### config.mk
export PLATFORM = sky130hd
export DESIGN_NAME = truth_table_sweeper
export DESIGN_NICKNAME = d
export VERILOG_FILES = /design/src/rtl/truth_table_sweeper.sv
export SDC_FILE = /design/constraint.sdc
export NUM_CORES = 1
export LEC_CHECK = 0
export ABC_CLOCK_PERIOD_IN_PS = 2700
export CAP_MARGIN = 30
export CORE_MARGIN = 2
export CORE_UTILIZATION = 48
export DETAILED_ROUTE_END_ITERATION = 8
export GPL_TIMING_DRIVEN = 1
export PLACE_DENSITY = 0.84
export SYNTH_ARGS = -nofsm -noshare
export SYNTH_HDL_FRONTEND = slang
export SYNTH_SLANG_ARGS = --single-unit
### constraint.sdc
create_clock -name clk -period 2.7 [get_ports clk]
set_clock_uncertainty 0.15 [all_clocks]
set_input_delay 0.54 -clock clk [delete_from_list [all_inputs] [get_ports clk]]
set_output_delay 0.54 -clock clk [all_outputs]
set_load 0.005 [all_outputs]
### src/rtl/truth_table_sweeper.sv
// truth_table_sweeper: walks a 5-input function through all 32 input vectors,
// captures its truth table, and compares it against a reference mask.
module truth_table_sweeper #(
    parameter int SETTLE = 1
) (
    input  logic        clk,
    input  logic        rst_n,
    input  logic        start,
    input  logic [31:0] expected_mask,
    input  logic        func_in,
    output logic [4:0]  vec_out,
    output logic        busy,
    output logic        done,
    output logic [31:0] minterm_mask,
    output logic [5:0]  ones_count,
    output logic        mismatch
);
    typedef enum logic [1:0] {ST_IDLE, ST_SETTLE, ST_SAMPLE, ST_DONE} state_t;
    localparam logic [3:0] SETTLE_CNT = 4'(SETTLE);
    state_t      state_q, state_d;
    logic [4:0]  idx_q, idx_d;
    logic [4:0]  vec_q, vec_d;
    logic [3:0]  cnt_q, cnt_d;
    logic [31:0] mask_q, mask_d;
    logic [5:0]  ones_q, ones_d;
    logic        mis_q, mis_d;
    logic        busy_q, busy_d;
    logic        done_q, done_d;
    always_comb begin
        state_d = state_q;
        idx_d   = idx_q;
        vec_d   = vec_q;
        cnt_d   = cnt_q;
        mask_d  = mask_q;
        ones_d  = ones_q;
        mis_d   = mis_q;
        case (state_q)
            ST_IDLE: begin
                if (start) begin
                    state_d = ST_SETTLE;
                    idx_d   = 5'd0;
                    vec_d   = 5'd0;
                    cnt_d   = SETTLE_CNT;
                    mask_d  = 32'd0;
                    ones_d  = 6'd0;
                    mis_d   = 1'b0;
                end
            end
            ST_SETTLE: begin
                vec_d = idx_q;
                cnt_d = cnt_q - 4'd1;
                if (cnt_q <= 4'd1) state_d = ST_SAMPLE;
            end
            ST_SAMPLE: begin
                mask_d[idx_q] = func_in;
                ones_d = ones_q + {5'd0, func_in};
                if (idx_q == 5'd31) begin
                    // mismatch is registered together with the final mask so it is valid alongside done
                    state_d = ST_DONE;
                    mis_d   = mask_d != expected_mask;
                end else begin
                    state_d = ST_SETTLE;
                    idx_d   = idx_q + 5'd1;
                    vec_d   = idx_q + 5'd1;
                    cnt_d   = SETTLE_CNT;
                end
            end
            default: state_d = ST_IDLE;
        endcase
        busy_d = (state_d == ST_SETTLE) || (state_d == ST_SAMPLE);
        done_d = state_d == ST_DONE;
    end
    always_ff @(posedge clk or negedge rst_n) begin
        if (!rst_n) begin
            state_q <= ST_IDLE;
            idx_q   <= 5'd0;
            vec_q   <= 5'd0;
            cnt_q   <= 4'd0;
            mask_q  <= 32'd0;
            ones_q  <= 6'd0;
            mis_q   <= 1'b0;
            busy_q  <= 1'b0;
            done_q  <= 1'b0;
        end else begin
            state_q <= state_d;
            idx_q   <= idx_d;
            vec_q   <= vec_d;
            cnt_q   <= cnt_d;
            mask_q  <= mask_d;
            ones_q  <= ones_d;
            mis_q   <= mis_d;
            busy_q  <= busy_d;
            done_q  <= done_d;
        end
    end
    assign vec_out      = vec_q;
    assign busy         = busy_q;
    assign done         = done_q;
    assign minterm_mask = mask_q;
    assign ones_count   = ones_q;
    assign mismatch     = mis_q;
endmodule

# Word-level counts from Yosys, hierarchy flattened
# Index checks and enable logic that the tools add are counted.
[word_totals]
latch_bits = 0
inputBits = 36
register_bits = 57
rom_bits = 0
elab_cells = 55
mem_count = 0
mem_bits_rw = 0
[op_classes]
add_sub_neg = 3
mux = 21
order_cmp = 3
div = 0
multipliers = 0
n_shift = 0
eq_ne = 10
n_reduce_logical = 9
n_bitwise = 0
[ops]
columns = ["cell", "count"]
rows = [
  ["$pmux W32 S2", 1],
  ["$bwmux W32", 1],
  ["$mux W32", 1],
  ["$ne A32 B32 Y1", 1],
  ["$pmux W5 S3", 1],
  ["$pmux W4 S3", 1],
  ["$pmux W6 S2", 1],
  ["$mux W5", 2],
  ["$pmux W5 S2", 1],
  ["$reduce_and A3 Y1", 3],
  ["$mux W4", 2],
  ["$add A6 B1 Y6", 1],
  ["$eq A2 B2 Y1 const B", 3],
  ["$lt A5 B6 Y1 const B", 1],
  ["$mux W2", 3],
  ["$mux W6", 1],
  ["$ne A2 B2 Y1 const B", 3],
  ["$pmux W2 S3", 1],
  ["$add A5 B1 Y5 const B", 1],
  ["$demux W1 S5", 1],
  ["$eq A5 B5 Y1 const B", 1],
  ["$ge A5 B1 Y1 const B", 1],
  ["$eq A2 B1 Y1 const B", 2],
  ["$le A4 B1 Y1 const B", 1],
  ["other kinds (9)", 11],
]

# Depth between registers and ports, before layout
[logic_depth]
word_depth = 8
mapped_depth = 13

# Worst setup path before layout
# OpenSTA, ideal clock, no wires.
[synth_path]
path_kind = "register to register"
startpoint = "register idx_q[0]"
endpoint = "register mis_q, in the netlist mismatch"
path_buffers = 2
setup_slack_ns = -0.139
stages_incl_launch_ff = 13
arrival_ns = 2.565
cell_sequence = "dfrtp_1 -> ha_1 -> clkbuf_1 -> inv_1 -> nor3_1 -> ha_1 -> clkbuf_1 -> mux2i_1 -> o21ai_0 -> nand4_1 -> nor4b_1 -> nand4_1 -> o31a_1"
[synth_via]
elab_chain_len = 8
elab_cells_between_ends = 12
cone_classes = "order compare: 2; eq/ne: 3; mux: 5; reduce/logical: 2"
[synth_rtl]
columns = ["item", "line", "source"]
rows = [
  ["start, declared", "21", "logic [4:0] idx_q, idx_d;"],
  ["start signal, assigned", "86", "idx_q <= idx_d;"],
  ["$lt A5 B6 Y1 (implied by the code) / $ge A5 B1 Y1 (equally long branches)", "55", "mask_d[idx_q] = func_in;"],
  ["$logic_and A1 B1 Y1 (implied by the code)", "55", ""],
  ["$mux W1 (implied by the code)", "55", ""],
  ["$demux W1 S5", "55", ""],
  ["$bwmux W32", "55", ""],
  ["$ne A32 B32 Y1", "60", "mis_d = mask_d != expected_mask;"],
  ["$mux W1", "57", "if (idx_q == 5'd31) begin"],
  ["$pmux W1 S2", "37", "case (state_q)"],
  ["end signal, assigned", "91", "mis_q <= mis_d;"],
  ["end, declared", "26", "logic mis_q, mis_d;"],
]
# Parallel ways exist; a longest one is shown, timed or not. The select of a mux whose other input is x is not followed.
# A chain may end at the register's enable or synchronous reset.

# Final worst setup path
# Same ends and word-level chain as after synthesis.

==> results.toml <==
[finish]
layout.nets = 670
diodes = 0
syn2layout_area_growth_pct = 38.9
drive_above_1_share_pct = 19.1

[clocking]
cts_sinks = 57
cts-hold-fix-buffers = 0
numCtsBuffers = 9
path_clk_slew_ns = 0.08
cts_tree = "yes"
clk_latency_ns = 0.35
cts_max_level = 3
cts_buffer_depth = 2
cts_root_buf = "clkbuf_8"

[synthesis]
synth.area.top_cells = "dfrtp_1 34%, o22ai_1 6.5%, mux2i_1 4.7%"
syn_area_sq_um = 4220
yosysWarnings = 0
syn-instance-count = 492
syn_nets = 543
syn_area_per_cell_sq_um = 8.57
synth_ff_type = "dfrtp_1"
ys_ff_latch = 57
synth_seq_area_share_pct = 33.8
synth_enable_flop_cells = 0
yosys.area.top_type = "dfrtp_1"
async_flop_share_pct = 100
ys_types = 57
synth_top_area_share_pct = 33.8

[routing]
dr.pass1.iters = 5
drt_iter0_markers = 275
postRouteAntennaNets = 0
route.vias.total = 4489
routed_via_density = 6.13
post_drt_wl_per_cell_um = 21.3
drc = 0
drt-total-wl_mm = 15.6

[floorplan]
coreArea_sq_um = 8640
num_rows = 34
ios = 82
dieHeight_um = 97.7
die_w_um = 97.7
dieArea_sq_um = 9550
start_util_pct = 48.8

[power]
p_per_area_nw_per_um2 = 538
leakage_uw = 0.00247
power_uw = 3150
ir_drop_mv = 0.436

[critical_path]
r2r-start = "idx_q[0]$_DFFE_PN0P_"
start_kind = "flip-flop"
crit_type = "reg2reg"
crit_required_ns = 2.80
cp_max_fo = 6
startpoint = "idx_q[0]$_DFFE_PN0P_"
crit_arrival_ns = 2.69
regToRegSetupSlack_ns = 0.10
end_kind = "flip-flop"

[grt]
grt_overflow = 0
grt_start_max_net_pins = 33
grt_pass1_vias = 4325
use_met2_pct = 53.7
busiest_layer = "met2"
met1_usage_pct = 40.4
met3_usage_pct = 6.62
grt.total_usage_pct = 31.8
grt_pass1_wl_mm = 23.8
antenna_found_initial = 0

[timing]
fmax_mhz = 385
hold_viol_final = 0
fin_crit_sh_pct = 96.1
drv_slew = 0
setup_tns_ns = 0
relSlewSlack_pct = 55.0
finalCriticalPeriod_ns = 2.60
worstMarginPinSlew_ns = 0.674
setup_viol = 0

[run]
cap_violations = 0

[place]
io_buffer_count = 81
gp_congestion = 1.02
hpwl_mm = 11.5

[status]
status = "complete, no violations"

[hold_path]
hp-class = "in2async"
state kept, by name, indices dropped and copies added, names as in the netlist:
name / count
mismatch: 1
cnt_q: 4
ones_count: 6
busy: 1
state_q: 2
minterm_mask: 32
vec_out: 5
done: 1
idx_q: 5
synthesized netlist by cell type (all sizes together) (2+ instances only):
| cell | n |
|---|---|
| nand4bb | 9 |
| nand2b | 2 |
| nor2 | 16 |
| inv | 50 |
| clkbuf | 20 |
| nand2 | 33 |
| nor3 | 8 |
| mux2i | 20 |
| o2bb2ai | 3 |
| or3 | 4 |
| dfrtp | 57 |
| xor2 | 11 |
| and4b | 3 |
| o22ai | 44 |
| nand3 | 10 |
| o21a | 2 |
| a22oi | 2 |
| nor4b | 3 |
| nand3b | 7 |
| nand4 | 13 |
| nor3b | 2 |
| or4b | 5 |
| xnor2 | 4 |
| o31a | 2 |
| a22o | 4 |
| nor4 | 3 |
| a21oi | 36 |
| nor2b | 14 |
| and4bb | 2 |
| o21ai | 32 |
| a32oi | 12 |
| ha | 15 |
| or4 | 2 |
| buf | 15 |
| nand4b | 12 |
layer usage:
layer / wire (um) / up-vias
met4: 500 / 0
li1: - / 2077
met3: 979 / 42
met2: 7630 / 215
met1: 6470 / 2155
met5: 0 / -
what timing repair did:
action                                  in CTS  in global routing
gates resized for setup                      1                 31
cloned                                       0                  0
pin swaps                                    0                 11
endpoints found under the setup margin       1                  2
setup buffers                                0                 10
layout by cell type (no fill, tap or decap), types with 12 or more instances in the layout:
master / synthesis / routed
buf_4: 4 / 65
nor2_1: 16 / 16
nand2_1: 33 / 33
o22ai_1: 44 / 44
clkdlybuf4s50_1: 0 / 80
a21oi_1: 36 / 36
inv_1: 49 / 47
o21ai_0: 31 / 30
dfrtp_1: 57 / 53
mux2i_1: 20 / 19
nand4b_1: 12 / 12
nor2b_1: 14 / 14
cell families (layout without fill, tap and decap cells):
logic type                 after synthesis  count (layout)  share of synthesized area, %
AOI/OAI and AO/OA                      148             148                          22.0
xor gates and xnor gates                15              15                          3.12
DFF                                     57              57                          33.8
and+or+nand+nor                        151             151                          22.9
adders and majority gates               15              15                          4.45
muxes                                   20              20                          4.75
buffers and inverters                   86             218                          8.93
through the flow:
step	utilization [%]	std cells	cell area (sq um)	hold WS [ns]	worst slack, ns
after floorplan	-	492	4220	0.0944	0.0830
after global placement	63.4	706	5470	0.303	-0.0229
after detailed placement	63.4	706	5470	0.312	-0.0388
after CTS	65.4	722	5650	0.0979	0.0137
after global routing	67.8	732	5860	0.132	-0.0285
final	67.8	732	5860	0.0587	0.104
area by class of cell:
type / instances / area (sq um)
clock buffers: 11 / 141
fillers: 710 / 2780
well taps: 108 / 135
inverters: 51 / 194
repair buffers: 151 / 1390
multi-input cells: 349 / 2540
clock inverters: 5 / 31.3
flip-flops and latches: 57 / 1430
worst max-delay path, stage by stage (launching register included):
cell and delay, ns:
dfrtp_2 0.45, buf_6 0.15, ha_4 0.17, buf_4 0.16, nand4b_1 0.18, o22ai_1 0.16
or4_1 0.43, nor3_2 0.14, o2111ai_2 0.17, o31a_1 0.32
power breakdown:
part	internal [uW]	switching [uW]	leakage, uW
sequential	945	88.7	0.000779
combinational	606	766	0.00160
clock	355	389	0.0000891
total	1910	1240	0.00247
path summary, 6_finish.rpt:
kind,endpoint,cells after the start
worst max register to register,mismatch$_DFFE_PN0P_,9
worst max-delay path,mismatch$_DFFE_PN0P_,9
min in group clk,vec_out[1]$_DFFE_PN0P_,2
worst min register to register,vec_out[1]$_DFFE_PN0P_,2
worst min-delay path,minterm_mask[6]$_DFFE_PN0P_,1
max in group asynchronous,idx_q[2]$_DFFE_PN0P_,2
No activity file was read; power rests on OpenSTA's default activity.
